File: src/rtl/soc_rst_seq.sv
// rtl/soc_rst_seq.sv - SoC reset sequencer: filtered PLL lock, ordered per-channel release, optional watchdog
// Optional watchdog abort is built when SOC_RST_SEQ_WDT_EN is defined.
module soc_rst_seq #(
    parameter int                             NUM_CH      = 4,
    parameter int                             CNT_WIDTH   = 16,
    parameter logic [NUM_CH*CNT_WIDTH-1:0]    CH_DELAY    = {16'd100, 16'd50, 16'd10, 16'd0},
    parameter int                             SYNC_STAGES = 2,
    parameter int                             LOCK_FILTER = 8,
    parameter int                             WDT_WIDTH   = 20
) (
    input  logic              clock,
    input  logic              rst_n,
    input  logic              pll_locked_i,
    input  logic              sw_rst_i,
    input  logic              wdt_kick_i,
    output logic [NUM_CH-1:0] ch_rst_o,
    output logic              seq_done_o,
    output logic              wdt_bite_o
);

    localparam int IDX_W  = (NUM_CH > 1) ? $clog2(NUM_CH) : 1;
    localparam int FILT_W = $clog2(LOCK_FILTER + 1);

    typedef enum logic [1:0] {
        S_WAIT_LOCK = 2'd0,
        S_DELAY     = 2'd1,
        S_RUN       = 2'd2
    } state_t;

    state_t                  r_state;
    state_t                  w_state_nxt;
    logic [SYNC_STAGES-1:0]  r_sync;
    logic [FILT_W-1:0]       r_filt;
    logic [FILT_W-1:0]       w_filt_nxt;
    logic [IDX_W-1:0]        r_idx;
    logic [IDX_W-1:0]        w_idx_nxt;
    logic [IDX_W-1:0]        w_idx_inc;
    logic [CNT_WIDTH-1:0]    r_cnt;
    logic [CNT_WIDTH-1:0]    w_cnt_nxt;
    logic [NUM_CH-1:0]       r_ch_rst;
    logic [NUM_CH-1:0]       w_ch_rst_nxt;
    logic                    r_done;
    logic                    w_done_nxt;
    logic                    w_lock_s;
    logic                    w_wdt_expire;
    logic                    w_abort;
    logic                    w_filt_done;
    logic                    w_release;
    logic                    w_last;
    logic [CNT_WIDTH-1:0]    w_delay [NUM_CH];

    for (genvar g = 0; g < NUM_CH; g++) begin : g_delay
        assign w_delay[g] = CH_DELAY[g*CNT_WIDTH +: CNT_WIDTH];
    end

    always_ff @(posedge clock or negedge rst_n) begin
        if (!rst_n) begin
            r_sync <= '0;
        end else begin
            r_sync <= {r_sync[SYNC_STAGES-2:0], pll_locked_i};
        end
    end

    assign w_lock_s    = r_sync[SYNC_STAGES-1];
    assign w_abort     = (r_state != S_WAIT_LOCK) && (!w_lock_s || sw_rst_i || w_wdt_expire);
    assign w_filt_done = (r_state == S_WAIT_LOCK) && w_lock_s && !sw_rst_i &&
                         (r_filt == FILT_W'(LOCK_FILTER - 1));
    assign w_release   = (r_state == S_DELAY) && (r_cnt == '0);
    assign w_last      = (r_idx == IDX_W'(NUM_CH - 1));
    assign w_idx_inc   = r_idx + IDX_W'(1);

    always_ff @(posedge clock or negedge rst_n) begin
        if (!rst_n) begin
            r_state  <= S_WAIT_LOCK;
            r_filt   <= '0;
            r_idx    <= '0;
            r_cnt    <= '0;
            r_ch_rst <= '1;
            r_done   <= 1'b0;
        end else begin
            r_state  <= w_state_nxt;
            r_filt   <= w_filt_nxt;
            r_idx    <= w_idx_nxt;
            r_cnt    <= w_cnt_nxt;
            r_ch_rst <= w_ch_rst_nxt;
            r_done   <= w_done_nxt;
        end
    end

    always_comb begin
        w_state_nxt = r_state;
        case (r_state)
            S_WAIT_LOCK: if (w_filt_done) w_state_nxt = S_DELAY;
            S_DELAY: begin
                if (w_abort)                    w_state_nxt = S_WAIT_LOCK;
                else if (w_release && w_last)   w_state_nxt = S_RUN;
            end
            S_RUN:       if (w_abort) w_state_nxt = S_WAIT_LOCK;
            default:     w_state_nxt = S_WAIT_LOCK;
        endcase
    end

    // Abort overrides any release decided in the same cycle.
    always_comb begin
        w_filt_nxt   = '0;
        w_idx_nxt    = r_idx;
        w_cnt_nxt    = r_cnt;
        w_ch_rst_nxt = r_ch_rst;
        w_done_nxt   = r_done;
        if (w_abort) begin
            w_ch_rst_nxt = '1;
            w_done_nxt   = 1'b0;
        end else if (r_state == S_WAIT_LOCK) begin
            if (w_filt_done) begin
                w_idx_nxt = '0;
                w_cnt_nxt = w_delay[0];
            end else if (w_lock_s && !sw_rst_i) begin
                w_filt_nxt = r_filt + FILT_W'(1);
            end
        end else if (r_state == S_DELAY) begin
            if (r_cnt != '0) begin
                w_cnt_nxt = r_cnt - CNT_WIDTH'(1);
            end else begin
                w_ch_rst_nxt[r_idx] = 1'b0;
                if (w_last) begin
                    w_done_nxt = 1'b1;
                end else begin
                    w_idx_nxt = w_idx_inc;
                    w_cnt_nxt = w_delay[w_idx_inc];
                end
            end
        end
    end

    assign ch_rst_o   = r_ch_rst;
    assign seq_done_o = r_done;

`ifdef SOC_RST_SEQ_WDT_EN
    logic [WDT_WIDTH-1:0] r_wdt;
    logic                 r_bite;

    // Counter is held at zero outside RUN, so it restarts from zero on every RUN entry.
    always_ff @(posedge clock or negedge rst_n) begin
        if (!rst_n) begin
            r_wdt  <= '0;
            r_bite <= 1'b0;
        end else begin
            if (r_state != S_RUN || wdt_kick_i || w_wdt_expire) begin
                r_wdt <= '0;
            end else begin
                r_wdt <= r_wdt + WDT_WIDTH'(1);
            end
            if (w_wdt_expire) begin
                r_bite <= 1'b1;
            end
        end
    end

    assign w_wdt_expire = (r_state == S_RUN) && (&r_wdt);
    assign wdt_bite_o   = r_bite;
`else
    logic w_unused_kick;

    assign w_unused_kick = wdt_kick_i;
    assign w_wdt_expire  = 1'b0;
    assign wdt_bite_o    = 1'b0;
`endif

endmodule

File: config.mk
export PLATFORM = sky130hd
export DESIGN_NAME = soc_rst_seq
export DESIGN_NICKNAME = d
export VERILOG_FILES = /design/src/rtl/soc_rst_seq.sv
export SDC_FILE = /design/constraint.sdc
export NUM_CORES = 1
export LEC_CHECK = 0
export ABC_AREA = 1
export BUFFER_PORTS_ARGS = -buffer_cell sky130_fd_sc_hd__buf_2
export CAP_MARGIN = 20
export CORE_ASPECT_RATIO = 1.25
export CORE_MARGIN = 2
export CORE_UTILIZATION = 60
export DETAILED_ROUTE_END_ITERATION = 8
export PLACE_DENSITY = 0.81
export REMOVE_ABC_BUFFERS = 1
export SYNTH_ARGS = -nofsm -noshare
export SYNTH_HDL_FRONTEND = slang
export SYNTH_SLANG_ARGS = --single-unit
File: constraint.sdc
create_clock -name clock -period 1.98 [get_ports clock]
set_input_delay 0.099 -clock clock [delete_from_list [all_inputs] [get_ports clock]]
set_output_delay 0.099 -clock clock [all_outputs]
set_load 0.02 [all_outputs]
==> qor.txt, run 1 <==
status - finished clean
Layout Area Growth over Synthesis - 10.65%
Layout fillers - 240
Gate Count Post-Synth - 249
vias in the first global route - 1,639
global route total overflow - 0
Final period util - 95.43%
RSZ-0062 raised after global routing - no
initial antenna violation count - 0
fmax - 0.5292 GHz
Req. time, crit path - 2220 ps
IO buf count - 8
vias per cell - 5.401
HP Start - sw_rst_i
first-pass GRT wire length - 6727 um
worst min path class - in -> reg
DRC - 0
post-layout util - 69.99%
hold path cells - 4
die area - 3601 um2
Yosys top cell by area - dfrtp_1
Clock Path Buffers - 2
endpoint class of the critical path - register
Setup Skew - 8.264 ps
NumNets Final - 279
Die Ht - 66.59 um
Sink Count - 31
Max FO, Critical Path - 5
Seq pwr share - 53.0%
post-synthesis area per instance - 7.552 um2
row cnt - 22
Comb power frac - 4.0%
FF-to-FF path depth - 9
total of max-cap violations - 0
GR Util All Layers - 26.24%
Synth top area share - 35.93%
Leak - 1.072 nW
placed wire-length estimate - 2833 um
layout cells sized above 1 - 16.92%
Hold Vio Cnt, Final - 0
Startpoint Class - register
# IOs - 11
TritonCTS buffer count - 5
clock power share - 43.0%
setup TNS - 0 ps
synthesized area - 1881 um2
ANT cells - 0
Crit Path Category - reg -> reg
clock-pin transition on the worst setup and hold timing paths - 100 ps
Switch Pwr - 0.2628 mW
worst ir drop on vdd - 622.9 uV
Slew Limit Fails - 0
Chip Width - 54.08 um
Post CTS Setup Buffer Count - 0
post-synthesis sequential area ratio - 41.52%
minimum clock period - 1890 ps
initial DRC count - 58
Area contributors post-synth - dfrtp_1, nand2_1, nor2_1, ha_1, dfstp_2
worst skew pair latency - 350 ps
Syn. warnings - 0
Power Density - 584.4 nW/um2
Critical Path AT - 2130 ps
Initial Util - 63.26%
DR WL/cell - 13.10 um
drt total wl - 3955 um
#FFs+latches synth - 31
Detail Route Antenna Nets - 0
H-tree depth - 2
R2R Path Start - r_cnt[0]
switching share of total power - 21.62%
CTS root buf - clkbuf_4
P_int - 0.9532 mW
Placer Congestion - 0.9385
worst slew pin tran - 668.8 ps
relative slew slack - 55.42%
Yosys cell types - 33
CTS tree - built
CORE AREA - 2973 um2
vias - 1,631
crit path launch - r_cnt[0]
drt pass-1 iters - 4
setup violators final - 0
largest net degree at the start of global routing - 32
[routing by layer]
layer / up-vias / wire, um / track usage [%]
met3: 13 / 204 / 7.399
met5: - / 0 / 0
met2: 43 / 2012 / 43.14
met1: 754 / 1613 / 29.17
met4: 0 / 125 / 15.94
li1: 821 / - / -
[cell usage after synthesis, drive strengths merged]
| master | number |
|---|---|
| nand2 | 81 |
| nor2 | 42 |
| dfrtp | 27 |
| inv | 26 |
| nand3 | 18 |
| o21ai | 15 |
| ha | 9 |
| nand4 | 7 |
| dfstp | 4 |
| xor2 | 4 |
| a21oi | 2 |
| buf | 2 |
| o21bai | 2 |
| xnor2 | 2 |
| a21boi | 1 |
| a31o | 1 |
| clkbuf | 1 |
| conb | 1 |
| nand3b | 1 |
| nor4b | 1 |
| o211ai | 1 |
| or2 | 1 |
[stage by stage]
stage / power, mW / std cells / instance area, um2 / hold slack [ps] / setup WS (ps)
after detailed placement: 0.7025 / 292 / 1958 / 171.3 / 161.3
after floorplan: 0.6808 / 246 / 1858 / -196.6 / 427.8
after global placement: 0.7015 / 292 / 1958 / 175.9 / 229.0
after CTS: 1.227 / 302 / 2064 / 77.23 / 115.4
final: 1.216 / 302 / 2081 / 82.85 / 90.44
after global routing: 1.258 / 302 / 2081 / 96.58 / 14.01
[state kept, by name, summed over array words and instances (netlist names)]
| name | cells |
|---|---|
| r_state | 2 |
| ch_rst_o | 4 |
| seq_done_o | 1 |
| r_sync | 2 |
| r_cnt | 16 |
| r_filt | 4 |
| r_idx | 2 |
[worst max-delay path: stages, from the launching register on]
cell and delay [ps]:
dfrtp_1 400, inv_1 140, ha_1 220, nand2_1 210, nor2_2 240, nand2_2 130
nand2_2 140, nand3_2 130, nand2_1 90, o21ai_1 70
[final cells by class]
class	count	area, um2	area share, %
Sequential cell	31	780.7	37.52
Clock inverter	2	35.03	1.684
Inverter	26	100.1	4.811
Timing Repair Buffer	12	75.07	3.608
Multi-Input combinational cell	189	993.5	47.74
Tap cell	36	45.04	2.165
Clock buffer	6	51.30	2.465
[placed cells by master (no fill, tap or decap)]
cell           count
nand2_1           75
nor2_1            36
dfrtp_1           27
inv_1             21
nand3_1           15
ha_1               9
o21ai_1            8
buf_2              8
o21ai_0            7
nand4_1            7
nand2_2            5
nor2_2             5
clkbuf_4           5
inv_2              4
xor2_1             4
dfstp_2            4
nand3_2            2
xnor2_1            2
o21bai_1           2
dlygate4sd3_1      2
buf_4              2
nor4b_1            1
o211ai_1           1
nor2_4             1
nand3_4            1
a21oi_4            1
nand2_8            1
or2_2              1
inv_4              1
a31o_2             1
a21boi_1           1
a21oi_1            1
nand3b_1           1
conb_1             1
clkinv_2           1
clkbuf_8           1
bufinv_16          1
[path summary, 6_finish.rpt]
path / end / slack [ps]
worst max-delay path: r_idx[1] / 90
worst min-delay path: r_filt[2] / 80
worst max register to register: r_idx[1] / 90
worst min register to register: r_sync[1] / 370
max in group asynchronous: r_cnt[12] / 1240
min in group asynchronous: r_cnt[0] / 310
[power by group through the flow]
stage	combinational (mW)	clock, mW	sequential (mW)
2_1_floorplan	0.0225	0	0.658
3_3_place_gp	0.0447	0	0.657
3_5_place_dp	0.0455	0	0.657
4_1_cts	0.0490	0.533	0.645
5_1_grt	0.0565	0.556	0.646
6_report	0.0482	0.523	0.645
[cells by family (layout without fill, tap and decap cells)]
group,Yosys count,after routing,share of synthesized area [%]
adder cells (fa/ha/maj),9,9,5.988
XOR/XNOR,6,6,2.794
AO/OA/AOI/OAI,22,22,7.186
AND/OR/NAND/NOR,151,151,35.80
buffers and inverters,29,46,6.520
other,1,1,0.1994
flip-flops,31,31,41.52
[repair_timing]
item,in CTS,in global routing
hold buffers,2,0
endpoints found under the hold margin,28,0
setup endpoints to repair,0,4
gates resized for setup,0,3
Power figures use the tool's default switching activity.
==> inputs of run 2 (changes only) <==
--- a/config.mk
+++ b/config.mk
@@ -8,11 +8,13 @@
 export ABC_AREA = 1
 export BUFFER_PORTS_ARGS = -buffer_cell sky130_fd_sc_hd__buf_2
 export CAP_MARGIN = 20
+export CELL_PAD_IN_SITES_DETAIL_PLACEMENT = 1
+export CELL_PAD_IN_SITES_GLOBAL_PLACEMENT = 2
 export CORE_ASPECT_RATIO = 1.25
 export CORE_MARGIN = 2
-export CORE_UTILIZATION = 60
+export CORE_UTILIZATION = 35
 export DETAILED_ROUTE_END_ITERATION = 8
-export PLACE_DENSITY = 0.81
+export PLACE_DENSITY = 0.8
 export REMOVE_ABC_BUFFERS = 1
 export SYNTH_ARGS = -nofsm -noshare
 export SYNTH_HDL_FRONTEND = slang
==> qor.txt, run 2 (synthesis gave the netlist of run 1 again) <==
worst min path class - in -> reg
dpl cells - 320
FF-to-FF path depth - 9
DR WL/cell - 14.32 um
CORE AREA - 5116 um2
Leak - 1.093 nW
drt total wl - 4726 um
worst ir drop on vdd - 357.5 uV
Startpoint Class - register
Slew Limit Fails - 0
max reg flops - 16
CTS tree - built
CTS root buf - clkbuf_8
commonest cells after routing, fill and taps aside - nand2_1, nor2_1, dfrtp_1, inv_1, nand3_1
drt pass-1 iters - 4
setup violators final - 0
GR Util All Layers - 18.29%
wl on met1 - 2046 um
CP max stage cell - dfrtp_1
hold path cells - 4
ANT cells - 0
IO buf count - 8
most common cell after layout, fill and taps aside - nand2_1
Critical R2R Capture - r_cnt[12]
CP Cell Sequence - inv_1 > ha_1 > nand2_1 > nor2_2 > nand3_4 > nand2_4 > inv_4 > nand3_1 > nand2_1
Max FO, Critical Path - 14
Critical Path AT - 1950 ps
Layout Area Growth over Synthesis - 14.24%
Top reg by flops - r_cnt
Initial Util - 36.76%
Finished Layout Cells - 330
post-layout util - 41.99%
cell family with the largest share of critical-path delay - simple AND/OR/NAND/NOR gates
pre-CTS setup slack - 190.4 ps
Detail Route Antenna Nets - 0
Final period util - 89.48%
first-pass GRT wire length - 8500 um
Max stage delay on crit path - 380 ps
DRC - 0
minimum clock period - 1772 ps
R2R Path Start - r_cnt[0]
initial DRC count - 19
Sink Count - 31
worst slew pin tran - 713.6 ps
Req. time, crit path - 2160 ps
Power Density - 630.5 nW/um2
worst path buffer plus inverter count - 2
vias in the first global route - 1,784
H-tree depth - 2
Clock Path Buffers - 2
initial antenna violation count - 0
largest net degree at the start of global routing - 32
NumNets Final - 281
total of max-cap violations - 0
HP Start - sw_rst_i
vias per cell - 4.933
fmax - 0.5644 GHz
top routing layer in use - met4
Total Power - 1.354 mW
die area - 5979 um2
placed wire-length estimate - 3521 um
r2r setup slk - 210 ps
WL met2 - 2452 um
layout cells sized above 1 - 17.16%
Setup Skew - 6.967 ps
Crit Path Category - reg -> reg
Crit path top cell by count - nand2_1
row cnt - 29
endpoint class of the critical path - register
worst skew pair latency - 290 ps
Placer Congestion - 0.7649
PnR worst setup slack - 208.3 ps
WHS Endpoint - r_filt[2]
TritonCTS buffer count - 5
setup TNS - 0 ps
global route total overflow - 0
Hold Vio Cnt, Final - 0
vias - 1,628
RSZ-0062 raised after global routing - no
relative slew slack - 52.43%
Chip Width - 69.56 um
Die Ht - 85.96 um
clock-pin transition on the worst setup and hold timing paths - 60 ps
WL met3 - 134 um
status - finished clean
# IOs - 11
-- run 2: changes by cell type in the layout (fill, tap and decap cells not counted) --
cell | previous run | this run
buf_4 | 2 | 4
clkbuf_4 | 5 | 0
nand2_8 | 1 | 0
nor2_1 | 36 | 37
clkbuf_8 | 1 | 6
nand2_4 | 0 | 1
nor2_2 | 5 | 4
-- run 2: worst max path at each step --
stage                     startpoint   endpoint  slack (ps)  cells after the start
final                       r_cnt[0]  r_cnt[12]         210                      9
after global routing        r_cnt[0]  r_cnt[10]          40                     10
after floorplan             r_cnt[0]  r_cnt[15]         430                      9
after CTS                   r_cnt[0]  r_cnt[12]         190                      9
after global placement      r_cnt[0]   r_cnt[1]         220                      7
after detailed placement    r_cnt[0]  r_cnt[12]         190                      9
-- run 2: tightest hold or removal path, delay by kind of cell --
family,cells,cell delay (ps)
simple gates,2,180
buf+inv,2,100
-- run 2: area by class of cell --
| cell class | instances | area [um2] |
|---|---|---|
| tap | 62 | 77.57 |
| inverter | 26 | 100.1 |
| fill | 650 | 2968 |
| timing repair buffer | 14 | 90.09 |
| clock buffer | 6 | 82.58 |
| sequential | 31 | 780.7 |
| clock inverter | 2 | 35.03 |
| multi-input combinational | 189 | 982.2 |
-- run 2: metal layers --
layer	up-vias	GRT usage (%)
met5	-	0
met4	0	8.200
met3	6	3.408
met2	19	32.69
met1	786	21.20
li1	817	-
-- run 2: repair_timing --
action / in CTS / in global routing
buffers inserted: 0 / 0
resized for setup: 0 / 1
setup endpoints to repair: 0 / 1
hold buffers: 2 / 0
endpoints found under the hold margin: 28 / 0
-- run 2: per-stage QoR --
step | hold WS (ps) | cell area [um2]
3_3_place_gp | 195.9 | 2006
3_5_place_dp | 195.1 | 2006
2_1_floorplan | -196.6 | 1858
6_report | 148.2 | 2148
4_1_cts | 135.8 | 2143
5_1_grt | 169.5 | 2148
-- run 2: power breakdown --
| group | total (mW) | internal [mW] | leakage (nW) | switching [mW] |
|---|---|---|---|---|
| Clock | 0.659 | 0.407 | 0.0612 | 0.252 |
| Sequential | 0.645 | 0.641 | 0.392 | 0.00400 |
| Combinational | 0.0502 | 0.0150 | 0.639 | 0.0352 |
